### config.mk
export PLATFORM = sky130hd
export DESIGN_NAME = sd_spi_mmio_flat
export DESIGN_NICKNAME = d
export VERILOG_FILES = /design/src/rtl/sd_spi_mmio_if.sv /design/src/rtl/sd_spi_mmio.sv /design/src/flat_wrapper.sv
export SDC_FILE = /design/constraint.sdc
export NUM_CORES = 1
export LEC_CHECK = 0
export CORE_MARGIN = 2
export CORE_UTILIZATION = 55
export DETAILED_ROUTE_END_ITERATION = 8
export PLACE_DENSITY = 0.82
export SLEW_MARGIN = 25
export SYNTH_ARGS = -nofsm -noshare
export SYNTH_HDL_FRONTEND = slang
export SYNTH_SLANG_ARGS = --single-unit
### constraint.sdc
create_clock -name clk25 -period 6.73 [get_ports clk25]
set_input_delay 1.346 -clock clk25 [delete_from_list [all_inputs] [get_ports clk25]]
set_output_delay 1.346 -clock clk25 [all_outputs]
set_load 0.02 [all_outputs]
### src/rtl/sd_spi_mmio_if.sv
// CPU-side register bus for the SD SPI peripheral.
// The SoC decoder supplies sel; the peripheral decodes only the word offset.
interface sd_spi_mmio_if;
    logic        sel;
    logic [1:0]  addr;
    logic [31:0] wdata;
    logic        we;
    logic        re;
    logic [31:0] rdata;

    modport master (output sel, addr, wdata, we, re, input rdata);
    modport slave  (input sel, addr, wdata, we, re, output rdata);
endinterface

### src/rtl/sd_spi_mmio.sv
// Memory-mapped SPI mode-0 master for an SD card.
// Provides TX/RX byte FIFOs, a programmable SCK divider and manual chip select.
module sd_spi_mmio #(
    parameter int         FIFO_DEPTH = 4,
    parameter logic [7:0] DIV_RESET  = 8'd30
) (
    input  logic          clk25,
    input  logic          rst,
    sd_spi_mmio_if.slave  bus,
    output logic          sd_clk,
    output logic          sd_mosi,
    input  logic          sd_miso,
    output logic          sd_cs_n
);
    localparam int PW = (FIFO_DEPTH > 1) ? $clog2(FIFO_DEPTH) : 1;
    localparam int CW = PW + 1;

    typedef enum logic [1:0] {S_IDLE, S_LOW, S_HIGH} state_t;

    logic w_wr_data, w_wr_stat, w_wr_ctrl, w_rd_data;
    assign w_wr_data = bus.sel & bus.we & (bus.addr == 2'd0);
    assign w_wr_stat = bus.sel & bus.we & (bus.addr == 2'd1);
    assign w_wr_ctrl = bus.sel & bus.we & (bus.addr == 2'd2);
    assign w_rd_data = bus.sel & bus.re & (bus.addr == 2'd0);

    // FIFO index 0 is TX (bus -> shifter), index 1 is RX (shifter -> bus)
    logic [1:0] w_push, w_pop, w_full, w_empty;
    logic [7:0] w_din  [2];
    logic [7:0] w_head [2];

    genvar gi;
    generate
        for (gi = 0; gi < 2; gi++) begin : g_fifo
            logic [7:0]    r_mem [FIFO_DEPTH];
            logic [PW-1:0] r_wp, r_rp;
            logic [CW-1:0] r_cnt;

            always_ff @(posedge clk25) begin
                if (w_push[gi]) r_mem[r_wp] <= w_din[gi];
            end

            always_ff @(posedge clk25) begin
                if (rst) begin
                    r_wp  <= '0;
                    r_rp  <= '0;
                    r_cnt <= '0;
                end else begin
                    if (w_push[gi]) r_wp <= r_wp + PW'(1);
                    if (w_pop[gi])  r_rp <= r_rp + PW'(1);
                    if (w_push[gi] && !w_pop[gi])      r_cnt <= r_cnt + CW'(1);
                    else if (w_pop[gi] && !w_push[gi]) r_cnt <= r_cnt - CW'(1);
                end
            end

            assign w_head[gi]  = r_mem[r_rp];
            assign w_full[gi]  = (r_cnt == CW'(FIFO_DEPTH));
            assign w_empty[gi] = (r_cnt == '0);
        end
    endgenerate

    state_t     r_state, w_state_next;
    logic [7:0] r_div_cnt, w_div_cnt_next;
    logic [7:0] r_div_l, w_div_l_next;
    logic [2:0] r_bit_cnt, w_bit_cnt_next;
    logic [7:0] r_shift, w_shift_next;
    logic       r_miso, w_miso_next;
    logic       r_mosi, w_mosi_next;
    logic       r_sck, w_sck_next;
    logic       w_tx_take, w_rx_push, w_miso_bit;
    logic [7:0] w_rx_byte;
    logic [7:0] r_div;
    logic       r_cs_en, r_tx_ovf, r_rx_ovf;
    logic [31:0] r_rdata;

    // On a 1-cycle HIGH phase the sample and the exit coincide, so use the pin directly
    assign w_miso_bit = (r_div_cnt == 8'd0) ? sd_miso : r_miso;
    assign w_rx_byte  = {r_shift[6:0], w_miso_bit};

    always_comb begin
        w_state_next   = r_state;
        w_div_cnt_next = r_div_cnt;
        w_div_l_next   = r_div_l;
        w_bit_cnt_next = r_bit_cnt;
        w_shift_next   = r_shift;
        w_miso_next    = r_miso;
        w_mosi_next    = r_mosi;
        w_sck_next     = 1'b0;
        w_tx_take      = 1'b0;
        w_rx_push      = 1'b0;
        case (r_state)
            S_IDLE: begin
                w_mosi_next = 1'b1;
                if (!w_empty[0]) begin
                    w_tx_take      = 1'b1;
                    w_shift_next   = w_head[0];
                    w_div_l_next   = r_div;
                    w_mosi_next    = w_head[0][7];
                    w_bit_cnt_next = 3'd0;
                    w_div_cnt_next = 8'd0;
                    w_state_next   = S_LOW;
                end
            end
            S_LOW: begin
                if (r_div_cnt == r_div_l) begin
                    w_div_cnt_next = 8'd0;
                    w_sck_next     = 1'b1;
                    w_state_next   = S_HIGH;
                end else begin
                    w_div_cnt_next = r_div_cnt + 8'd1;
                end
            end
            S_HIGH: begin
                w_sck_next = 1'b1;
                if (r_div_cnt == 8'd0) w_miso_next = sd_miso;
                if (r_div_cnt == r_div_l) begin
                    w_div_cnt_next = 8'd0;
                    w_sck_next     = 1'b0;
                    if (r_bit_cnt == 3'd7) begin
                        w_rx_push    = 1'b1;
                        w_mosi_next  = 1'b1;
                        w_state_next = S_IDLE;
                    end else begin
                        w_shift_next   = w_rx_byte;
                        w_mosi_next    = r_shift[6];
                        w_bit_cnt_next = r_bit_cnt + 3'd1;
                        w_state_next   = S_LOW;
                    end
                end else begin
                    w_div_cnt_next = r_div_cnt + 8'd1;
                end
            end
            default: w_state_next = S_IDLE;
        endcase
    end

    always_ff @(posedge clk25) begin
        if (rst) begin
            r_state   <= S_IDLE;
            r_div_cnt <= 8'd0;
            r_div_l   <= 8'd0;
            r_bit_cnt <= 3'd0;
            r_shift   <= 8'd0;
            r_miso    <= 1'b0;
            r_mosi    <= 1'b1;
            r_sck     <= 1'b0;
        end else begin
            r_state   <= w_state_next;
            r_div_cnt <= w_div_cnt_next;
            r_div_l   <= w_div_l_next;
            r_bit_cnt <= w_bit_cnt_next;
            r_shift   <= w_shift_next;
            r_miso    <= w_miso_next;
            r_mosi    <= w_mosi_next;
            r_sck     <= w_sck_next;
        end
    end

    // A push into a full FIFO is accepted when the same cycle also pops it
    assign w_din[0]  = bus.wdata[7:0];
    assign w_din[1]  = w_rx_byte;
    assign w_pop[0]  = w_tx_take;
    assign w_pop[1]  = w_rd_data & ~w_empty[1];
    assign w_push[0] = w_wr_data & (~w_full[0] | w_pop[0]);
    assign w_push[1] = w_rx_push & (~w_full[1] | w_pop[1]);

    always_ff @(posedge clk25) begin
        if (rst) begin
            r_div    <= DIV_RESET;
            r_cs_en  <= 1'b0;
            r_tx_ovf <= 1'b0;
            r_rx_ovf <= 1'b0;
            r_rdata  <= 32'd0;
        end else begin
            if (w_wr_ctrl) begin
                r_cs_en <= bus.wdata[0];
                r_div   <= bus.wdata[15:8];
            end
            if (w_wr_data && w_full[0] && !w_pop[0]) r_tx_ovf <= 1'b1;
            else if (w_wr_stat && bus.wdata[3])      r_tx_ovf <= 1'b0;
            if (w_rx_push && w_full[1] && !w_pop[1]) r_rx_ovf <= 1'b1;
            else if (w_wr_stat && bus.wdata[4])      r_rx_ovf <= 1'b0;
            if (bus.sel && bus.re) begin
                case (bus.addr)
                    2'd0:    r_rdata <= w_empty[1] ? 32'd0 : {24'd0, w_head[1]};
                    2'd1:    r_rdata <= {27'd0, r_rx_ovf, r_tx_ovf, w_empty[1], w_full[0],
                                         (r_state != S_IDLE) | ~w_empty[0]};
                    2'd2:    r_rdata <= {16'd0, r_div, 7'd0, r_cs_en};
                    default: r_rdata <= 32'd0;
                endcase
            end
        end
    end

    logic w_unused;
    assign w_unused = ^{bus.wdata[31:16], r_shift[7]};

    assign bus.rdata = r_rdata;
    assign sd_clk    = r_sck;
    assign sd_mosi   = r_mosi;
    assign sd_cs_n   = ~r_cs_en;
endmodule

### src/flat_wrapper.sv
// flat-port wrapper written by rule: the top's interface ports become plain ports
module sd_spi_mmio_flat 
#(
    parameter int         FIFO_DEPTH = 4,
    parameter logic [7:0] DIV_RESET  = 8'd30
)
  (clk25, rst, sd_clk, sd_mosi, sd_miso, sd_cs_n, bus_sel, bus_addr, bus_wdata, bus_we, bus_re, bus_rdata);
  sd_spi_mmio_if bus_i ();
  input  logic clk25;
  input  logic rst;
  output logic sd_clk;
  output logic sd_mosi;
  input  logic sd_miso;
  output logic sd_cs_n;
  input wire logic [$bits(bus_i.sel)-1:0] bus_sel;
  input wire logic [$bits(bus_i.addr)-1:0] bus_addr;
  input wire logic [$bits(bus_i.wdata)-1:0] bus_wdata;
  input wire logic [$bits(bus_i.we)-1:0] bus_we;
  input wire logic [$bits(bus_i.re)-1:0] bus_re;
  output wire logic [$bits(bus_i.rdata)-1:0] bus_rdata;
  assign bus_i.sel = bus_sel;
  assign bus_i.addr = bus_addr;
  assign bus_i.wdata = bus_wdata;
  assign bus_i.we = bus_we;
  assign bus_i.re = bus_re;
  assign bus_rdata = bus_i.rdata;
  sd_spi_mmio #(.FIFO_DEPTH(FIFO_DEPTH), .DIV_RESET(DIV_RESET)) u_core (.clk25(clk25), .rst(rst), .bus(bus_i), .sd_clk(sd_clk), .sd_mosi(sd_mosi), .sd_miso(sd_miso), .sd_cs_n(sd_cs_n));
endmodule
==> flow_summary.yaml, run 1 <==
place:
  dpl_cell_area_mm2: 0.00648
  dp_hpwl_um: 8410
  dp.cells: 675
  routabilityCongestion: 0.850
  io_buffers: 42
cts:
  cts_resized: 0
  clock_latency_ns: 0.52
  cts_num_sinks: 140
  htree_levels: 4
  clk_pin_slew_ns: 0.06
  cts_hold_buf: 0
  clock_path_buffers: 2
  cts_buffers: 17
  cts_tree: "built"
  cts-root-buf: "clkbuf_8"
  cts_setup_buffers: 0
detailed_routing:
  drc_errors: 0
  routedWlPerCell_um: 17.7
  dr.first_iter.drc_count: 321
  vias: 4123
  routed_wl_um: 12500
  vias_per_cell: 5.83
  postRouteAntennaNets: 0
  dr.pass1.iters: 5
setup_path:
  path_cells: "clkdlybuf4s50_1 > nand2_2 > o311a_4 > nor4_4 > ha_1 > inv_1 > fa_1 > xor2_1 > or3_1 > a21oi_1"
  r2r_end: "u_core.g_fifo[0].r_cnt[2]"
  critPathRequiredTime_ns: 7.18
  start_kind: "primary input"
  critPathKind: "primary input to flop"
  critical_path.max_fanout: 18
  r2r_cells: 10
  slowest_stage: "clkdlybuf4s50_1"
  cp.arrival_ns: 4.48
  r2r_start: "u_core.r_state[1]"
  rrSetupSlack_ns: 3.61
  cpPeakStageDelay_ns: 0.55
  crit_path_end_kind: "flop"
timing:
  period_minus_slack_ns: 4.03
  slew_viol_final: 0
  setup_violations: 0
  timing.hold.ws_ns: 0.473
  fin_skew_ns: 0.00674
  tightest_slew_ns: 0.870
  fin_tns_setup_ns: 0
  rsz0062_at_grt: "false"
  hold_viol_final: 0
  max_freq_mhz: 248
  maxSlewHeadroom_pct: 41.8
  post-route-period-util_pct: 59.9
logic_synthesis:
  ys_types: 51
  synthCells: 516
  netlist_area_mm2: 0.00605
  syn_avg_cell_area_um2: 11.7
  ys_seq_area_share_pct: 57.0
  synth-edff-count: 64
  postSynth.topFlopCell: "dfxtp_1"
  synth_seq_cells: 140
  ys_warn_count: 0
  async_reset_ff_share_pct: 0
global_routing:
  overflow: 0
  grt_pass1_vias: 4062
  grtUsageTotal_pct: 22.3
  antenna_found_initial: 0
  grt_pass1_wl_um: 19700
  grt_max_degree: 68
min_path:
  hp-class: "flop to flop"
  hold_path_end: "u_core.r_div_l[7]"
  holdPathStages: 2
  min_from: "u_core.r_div_l[7]"
floorplan:
  coreArea_mm2: 0.0108
  ios: 75
  fp.dieArea_mm2: 0.0118
  chipWidth_um: 109
  fp-row-count: 38
  die_h_um: 109
  initial_core_util_pct: 56.0
finish:
  design_area_mm2: 0.00706
  n_fill_cell: 771
  drive_above_1_share_pct: 10.4
  layout.area.seq_mm2: 0.00344
  syn_to_final_growth_pct: 16.8
  layout_common_cells: "76 x dfxtp_1, 64 x edfxtp_1, 55 x nor2_1, 43 x nand2_1, 41 x clkdlybuf4s50_1"
  diodes: 0
  finalNonFillerCells: 707
  final_common_cell: "dfxtp_1"
  utilization_pct: 65.4
  fin_nets: 614
  multiInputGateArea_mm2: 0.00237
pwr:
  irDropWorstVdd_mv: 0.220
  leakagePower_nw: 2.43
  p_per_area_mw_per_mm2: 369
status:
  status: "completed"
flow_run:
  maxCapViolCount: 0
how the worst max path moves through the flow:
stage	start	endpoint	slack, ns
after floorplan	bus_addr[1]	u_core.g_fifo[1].r_cnt[2]	3.14
after global placement	bus_sel	u_core.g_fifo[1].r_cnt[2]	2.31
after detailed placement	bus_sel	u_core.g_fifo[1].r_cnt[2]	2.18
after CTS	bus_sel	u_core.g_fifo[1].r_cnt[2]	2.73
after global routing	bus_sel	u_core.g_fifo[1].r_cnt[2]	2.55
final	bus_sel	u_core.g_fifo[1].r_cnt[2]	2.70
synthesized netlist by cell type, drive strengths merged, types with 5 or more instances:
library cell,n,area (um^2)
nor3,9,45.0
mux2i,16,160
nand4,12,75.1
dfxtp,76,1520
clkbuf,17,66.3
xnor2,12,105
a31oi,8,50.1
nand2,45,174
nor2,56,213
buf,22,156
nor4,5,65.1
a22oi,11,82.6
and2,10,62.6
nand3,12,60.1
mux4,16,360
o21ai,9,45.0
nor2b,8,50.1
xor2,9,78.8
edfxtp,64,1920
ha,18,225
a21oi,28,140
inv,17,63.8
state kept, by name, indices dropped and copies added (netlist names), 2 cells and up, named ones only:
name                 cells
u_core.g_fifo.r_mem     64
u_core.r_state           2
u_core.r_div_cnt         8
u_core.bus.rdata        16
u_core.g_fifo.r_rp       4
u_core.r_div             8
u_core.r_shift           7
u_core.r_div_l           8
u_core.g_fifo.r_wp       4
u_core.r_bit_cnt         3
u_core.g_fifo.r_cnt      6
final cells by class:
type | count | share of cell area [%]
Clock buffer | 17 | 5.86
Tap cell | 140 | 2.48
Multi-Input combinational cell | 334 | 33.5
Clock inverter | 15 | 2.41
Sequential cell | 140 | 48.8
Timing Repair Buffer | 43 | 5.99
Inverter | 18 | 0.957
critical path: cells and delay by family:
family / cells / cell delay (ns)
AND/OR/NAND/NOR: 3 / 1.11
adder cells (fa/ha/maj): 2 / 0.65
buffers and inverters: 2 / 0.62
AO/OA/AOI/OAI: 2 / 0.56
XOR/XNOR: 1 / 0.18
power breakdown:
group	leakage (nW)	internal [mW]	switching, mW
Clock	0.281	0.563	0.355
Combinational	0.950	0.225	0.400
Sequential	1.20	0.972	0.0873
logic make-up (layout without fill, tap and decap cells):
kind of cell | after synthesis | after routing | synth area share (%)
simple gates | 174 | 174 | 14.5
fa+ha+maj | 20 | 20 | 4.39
compound gates | 70 | 70 | 7.47
xor+xnor | 21 | 21 | 3.04
flops | 140 | 140 | 57.0
buf+inv | 57 | 93 | 4.80
mux | 33 | 33 | 8.80
other cells | 1 | 16 | 0.0620
per-layer routing:
metal  vias up  GRT usage, %  part of all wire, %
met5         -             0                    0
met4         0          8.88                  2.1
met3        27          6.04                  6.8
met2       161          38.3                   51
met1      2025          26.8                   40
li1       1910             -                    -
per-stage QoR:
stage	setup slack [ns]	power, mW
2_1_floorplan	3.14	1.52
3_3_place_gp	2.31	1.65
3_5_place_dp	2.18	1.68
4_1_cts	2.73	2.60
5_1_grt	2.55	2.71
6_report	2.70	2.60
No activity file was read; power rests on OpenSTA's default activity.
==> run 2, diff against run 1 <==
--- a/config.mk
+++ b/config.mk
@@ -6,9 +6,9 @@
 export NUM_CORES = 1
 export LEC_CHECK = 0
 export CORE_MARGIN = 2
-export CORE_UTILIZATION = 55
+export CORE_UTILIZATION = 50
 export DETAILED_ROUTE_END_ITERATION = 8
-export PLACE_DENSITY = 0.82
+export PLACE_DENSITY = 0.79
 export SLEW_MARGIN = 25
 export SYNTH_ARGS = -nofsm -noshare
 export SYNTH_HDL_FRONTEND = slang
==> constraint.sdc (replaced) <==
create_clock -name clk25 -period 3.5 [get_ports clk25]
set_input_delay 0.7 -clock clk25 [delete_from_list [all_inputs] [get_ports clk25]]
set_output_delay 0.7 -clock clk25 [all_outputs]
set_load 0.02 [all_outputs]
==> flow_summary.yaml, run 2 (synthesis results as in run 1) <==
cts:
  cts_resized: 0
  clk_pin_slew_ns: 0.06
  cts_num_sinks: 140
  cts_tree: "built"
  clock_latency_ns: 0.43
  htree_levels: 4
  cts_buffers: 17
  clock_path_buffers: 2
  cts_hold_buf: 0
  cts_setup_buffers: 0
  cts-root-buf: "clkbuf_16"
pwr:
  irDropWorstVdd_mv: 0.497
  p_int_mw: 3.42
  switching_share_pct: 31.6
  leakagePower_nw: 2.47
  p_clk_share_pct: 35.5
  p_seq_share_pct: 40.8
  switchingPower_mw: 1.58
  p_per_area_mw_per_mm2: 701
  power.total_mw: 4.99
  pwr-share-comb_pct: 23.6
timing:
  post-route-period-util_pct: 82.7
  fin_skew_ns: 0.0109
  rsz0062_at_grt: "false"
  maxSlewHeadroom_pct: 43.6
  slew_viol_final: 0
  max_freq_mhz: 345
  tightest_slew_ns: 0.843
  setup_violations: 0
  timing.hold.ws_ns: 0.469
  period_minus_slack_ns: 2.90
  fin_ws_ns: 0.605
  hold_viol_final: 0
  fin_tns_setup_ns: 0
global_routing:
  grt_max_degree: 67
  overflow: 0
  grt_pass1_vias: 4048
  antenna_found_initial: 0
  grt_pass1_wl_um: 20000
  grtUsageTotal_pct: 20.4
setup_path:
  critical_path.max_fanout: 2
  start_kind: "primary input"
  slowest_stage: "clkdlybuf4s50_1"
  crit_path_end_kind: "flop"
  path_buf_inv: 2
  crit_family: "adder cells"
  cpPeakStageDelay_ns: 0.50
  critPathKind: "primary input to flop"
  cp.arrival_ns: 3.24
  critPathRequiredTime_ns: 3.85
  path_cells: "clkdlybuf4s50_1 > o311a_4 > nor4_4 > ha_1 > inv_1 > fa_1 > xor2_1 > or3_1 > a21oi_1"
floorplan:
  initial_core_util_pct: 50.8
  fp-row-count: 40
  ios: 75
  fp.dieArea_mm2: 0.0130
  coreArea_mm2: 0.0119
  chipWidth_um: 114
  die_h_um: 114
finish:
  layout_common_cells: "76 x dfxtp_1, 64 x edfxtp_1, 55 x nor2_1, 43 x nand2_1, 41 x clkdlybuf4s50_1"
  fin_nets: 621
  syn_to_final_growth_pct: 17.9
  n_fill_cell: 942
  drive_above_1_share_pct: 11.5
  diodes: 0
  final_common_cell: "dfxtp_1"
  largest_reg_flops: 64
  finalNonFillerCells: 721
  utilization_pct: 59.8
  regMostFlops: "u_core.g_fifo.r_mem"
  design_area_mm2: 0.00713
detailed_routing:
  dr.pass1.iters: 5
  vias_per_cell: 5.63
  routedWlPerCell_um: 17.1
  dr.first_iter.drc_count: 246
  vias: 4058
  routed_wl_um: 12300
  postRouteAntennaNets: 0
  drc_errors: 0
status:
  status: "completed"
place:
  dp_slack_ns: 0.211
  dp_hpwl_um: 8260
  routabilityCongestion: 0.867
  io_buffers: 42
  dp.cells: 689
  dpl_cell_area_mm2: 0.00654
flow_run:
  maxCapViolCount: 0
min_path:
  hp-class: "flop to flop"
==> run 2: changes by cell type in the layout (fill, tap and decap cells not counted), sizes merged <==
cell / change
inv: -3
bufinv: -1
clkbuf: +5
buf: +7
clkinvlp: -1
==> run 2: layer usage <==
metal | track usage (%) | routed length, um | vias up
met5 | 0 | 0 | -
met4 | 9.43 | 339 | 0
met3 | 5.53 | 667 | 32
met2 | 34.4 | 6260 | 119
met1 | 24.5 | 5030 | 1975
li1 | - | - | 1932
==> run 2: cell type report <==
class | count | area, um^2 | share of cell area (%)
clock buffers | 22 | 475 | 6.67
clock inverters | 10 | 114 | 1.60
inverters | 18 | 67.6 | 0.948
multi-input cells | 334 | 2370 | 33.2
flip-flops and latches | 140 | 3440 | 48.3
well taps | 147 | 184 | 2.58
repair buffers | 50 | 475 | 6.67
==> run 2: worst register-to-register path, delay by kind of cell, from the launching register on <==
| family | cells | cell delay [ns] |
|---|---|---|
| buffers and inverters | 3 | 0.54 |
| DFF | 1 | 0.34 |
| and+or+nand+nor | 2 | 0.77 |
| xor gates and xnor gates | 1 | 0.07 |
| AOI/OAI and AO/OA | 1 | 0.15 |
| adders and majority gates | 3 | 0.84 |
==> run 2: worst paths after layout <==
path	cells after the start	slack, ns	end	start
setup / recovery	9	0.60	u_core.g_fifo[1].r_cnt[2]	bus_addr[1]
hold / removal	2	0.47	u_core.r_div_l[3]	u_core.r_div[3]
setup reg to reg	10	0.70	u_core.g_fifo[0].r_cnt[2]	u_core.r_state[0]
hold reg to reg	2	0.47	u_core.r_div_l[3]	u_core.r_div[3]
==> run 2: power groups by stage <==
stage	sequential, mW	combinational [mW]	clock (mW)
global placement	2.06	1.12	0
global route	2.07	1.31	1.87
floorplan	2.01	0.921	0
finish	2.04	1.18	1.78
detailed placement	2.07	1.15	0
CTS	2.04	1.17	1.81
==> run 3, diff against run 2 <==
==> constraint.sdc (replaced) <==
create_clock -name clk25 -period 2.6 [get_ports clk25]
set_input_delay 0.52 -clock clk25 [delete_from_list [all_inputs] [get_ports clk25]]
set_output_delay 0.52 -clock clk25 [all_outputs]
set_load 0.02 [all_outputs]
==> flow_summary.yaml, run 3 (synthesis results as in run 1) <==
status:
  status: "completed"
floorplan:
  initial_core_util_pct: 50.8
  fp.dieArea_mm2: 0.0130
  fp-row-count: 40
  die_h_um: 114
  coreArea_mm2: 0.0119
  chipWidth_um: 114
  ios: 75
finish:
  fin_nets: 646
  design_area_mm2: 0.00733
  finalNonFillerCells: 746
  regMostFlops: "u_core.g_fifo.r_mem"
  syn_to_final_growth_pct: 21.3
  n_fill_cell: 890
  final_common_cell: "dfxtp_1"
  layout_common_cells: "76 x dfxtp_1, 64 x edfxtp_1, 55 x nor2_1, 43 x nand2_1, 37 x clkdlybuf4s50_1"
  utilization_pct: 61.6
  drive_above_1_share_pct: 15.9
  largest_reg_flops: 64
  diodes: 0
pwr:
  p_per_area_mw_per_mm2: 930
  leakagePower_nw: 2.65
  power.total_mw: 6.82
  irDropWorstVdd_mv: 0.567
setup_path:
  crit_path_end_kind: "flop"
  slowest_stage: "dfxtp_1"
  crit_family: "simple AND/OR/NAND/NOR gates"
  start_kind: "flop"
  cp.arrival_ns: 2.84
  critical_path.max_fanout: 5
  critPathKind: "flop to flop"
  path_buf_inv: 1
  cpPeakStageDelay_ns: 0.44
  path_cells: "xnor2_1 > nand4_1 > nor4_4 > ha_2 > inv_1 > fa_2 > xor2_1 > or3_1 > a21oi_1"
  critPathRequiredTime_ns: 2.95
timing:
  max_freq_mhz: 402
  hold_viol_final: 0
  slew_viol_final: 0
  timing.hold.ws_ns: 0.474
  setup_violations: 0
  fin_tns_setup_ns: 0
  rsz0062_at_grt: "true"
  fin_skew_ns: 0.00923
  tightest_slew_ns: 0.719
  maxSlewHeadroom_pct: 51.4
  post-route-period-util_pct: 95.6
  fin_ws_ns: 0.115
  period_minus_slack_ns: 2.48
cts:
  clk_pin_slew_ns: 0.06
  htree_levels: 4
  clock_latency_ns: 0.43
  cts_buffers: 17
  cts_tree: "built"
  clock_path_buffers: 2
  cts-root-buf: "clkbuf_16"
  cts_num_sinks: 140
detailed_routing:
  routedWlPerCell_um: 17.1
  vias_per_cell: 5.62
  vias: 4195
  dr.pass1.iters: 5
  dr.first_iter.drc_count: 243
  routed_wl_um: 12700
  postRouteAntennaNets: 0
  drc_errors: 0
place:
  dpl_cell_area_mm2: 0.00672
  dp_hpwl_um: 8570
  dp_slack_ns: -0.401
  routabilityCongestion: 0.866
  dp.cells: 712
  io_buffers: 42
global_routing:
  grtUsageTotal_pct: 20.9
  grt_max_degree: 67
  antenna_found_initial: 0
  grt_pass1_wl_um: 20500
  grt_pass1_vias: 4124
  overflow: 0
min_path:
  hp-class: "flop to flop"
flow_run:
  maxCapViolCount: 0
## run 3: cell types whose count changed in the layout (fill, tap and decap cells not counted), sizes merged
cell / change
inv: +5
clkinvlp: -1
dlymetal6s2s: +4
buf: +25
clkdlybuf4s50: -4
bufinv: -1
clkinv: -2
clkbuf: -1
## run 3: where the power goes
group	switching [mW]	leakage [nW]	internal, mW
clock	0.932	0.299	1.46
combinational	1.02	1.15	0.657
sequential	0.235	1.20	2.52
total	2.19	2.65	4.63
## run 3: final timing paths
check | startpoint | end | slack (ns) | cells after the start
worst max register to register | u_core.r_div_cnt[5] | u_core.g_fifo[1].r_cnt[2] | 0.12 | 9
worst max-delay path | u_core.r_div_cnt[5] | u_core.g_fifo[1].r_cnt[2] | 0.12 | 9
worst min register to register | u_core.r_rx_ovf | u_core.r_rx_ovf | 0.47 | 2
worst min-delay path | u_core.r_rx_ovf | u_core.r_rx_ovf | 0.47 | 2
## run 3: cell type report
type                            count  area [um^2]  area share, %
Inverter                           18         67.6          0.921
Sequential cell                   140         3440           46.9
Tap cell                          147          184           2.51
Multi-Input combinational cell    334         2370           32.4
Clock inverter                     11          100           1.36
Clock buffer                       21          493           6.72
Timing Repair Buffer               75          673           9.18
## run 3: tightest hold or removal path, delay by kind of cell, from the launching register on
family          cells  cell delay (ns)
compound gates      1             0.06
flops               1             0.31
simple gates        1             0.05
## run 3: per-layer routing
| metal | global-route usage (%) | vias up | wire (um) |
|---|---|---|---|
| li1 | - | 1972 | - |
| met1 | 25.3 | 2025 | 5300 |
| met2 | 34.6 | 163 | 6390 |
| met3 | 5.37 | 35 | 707 |
| met4 | 10.6 | 0 | 349 |
| met5 | 0 | - | 0 |
## run 3: what timing repair did
item                       CTS  global route
gates resized for setup      0             4
hold buffers                 0             0
hold endpoints to repair     0             0
setup endpoints to repair    0             2
setup buffers                0             2
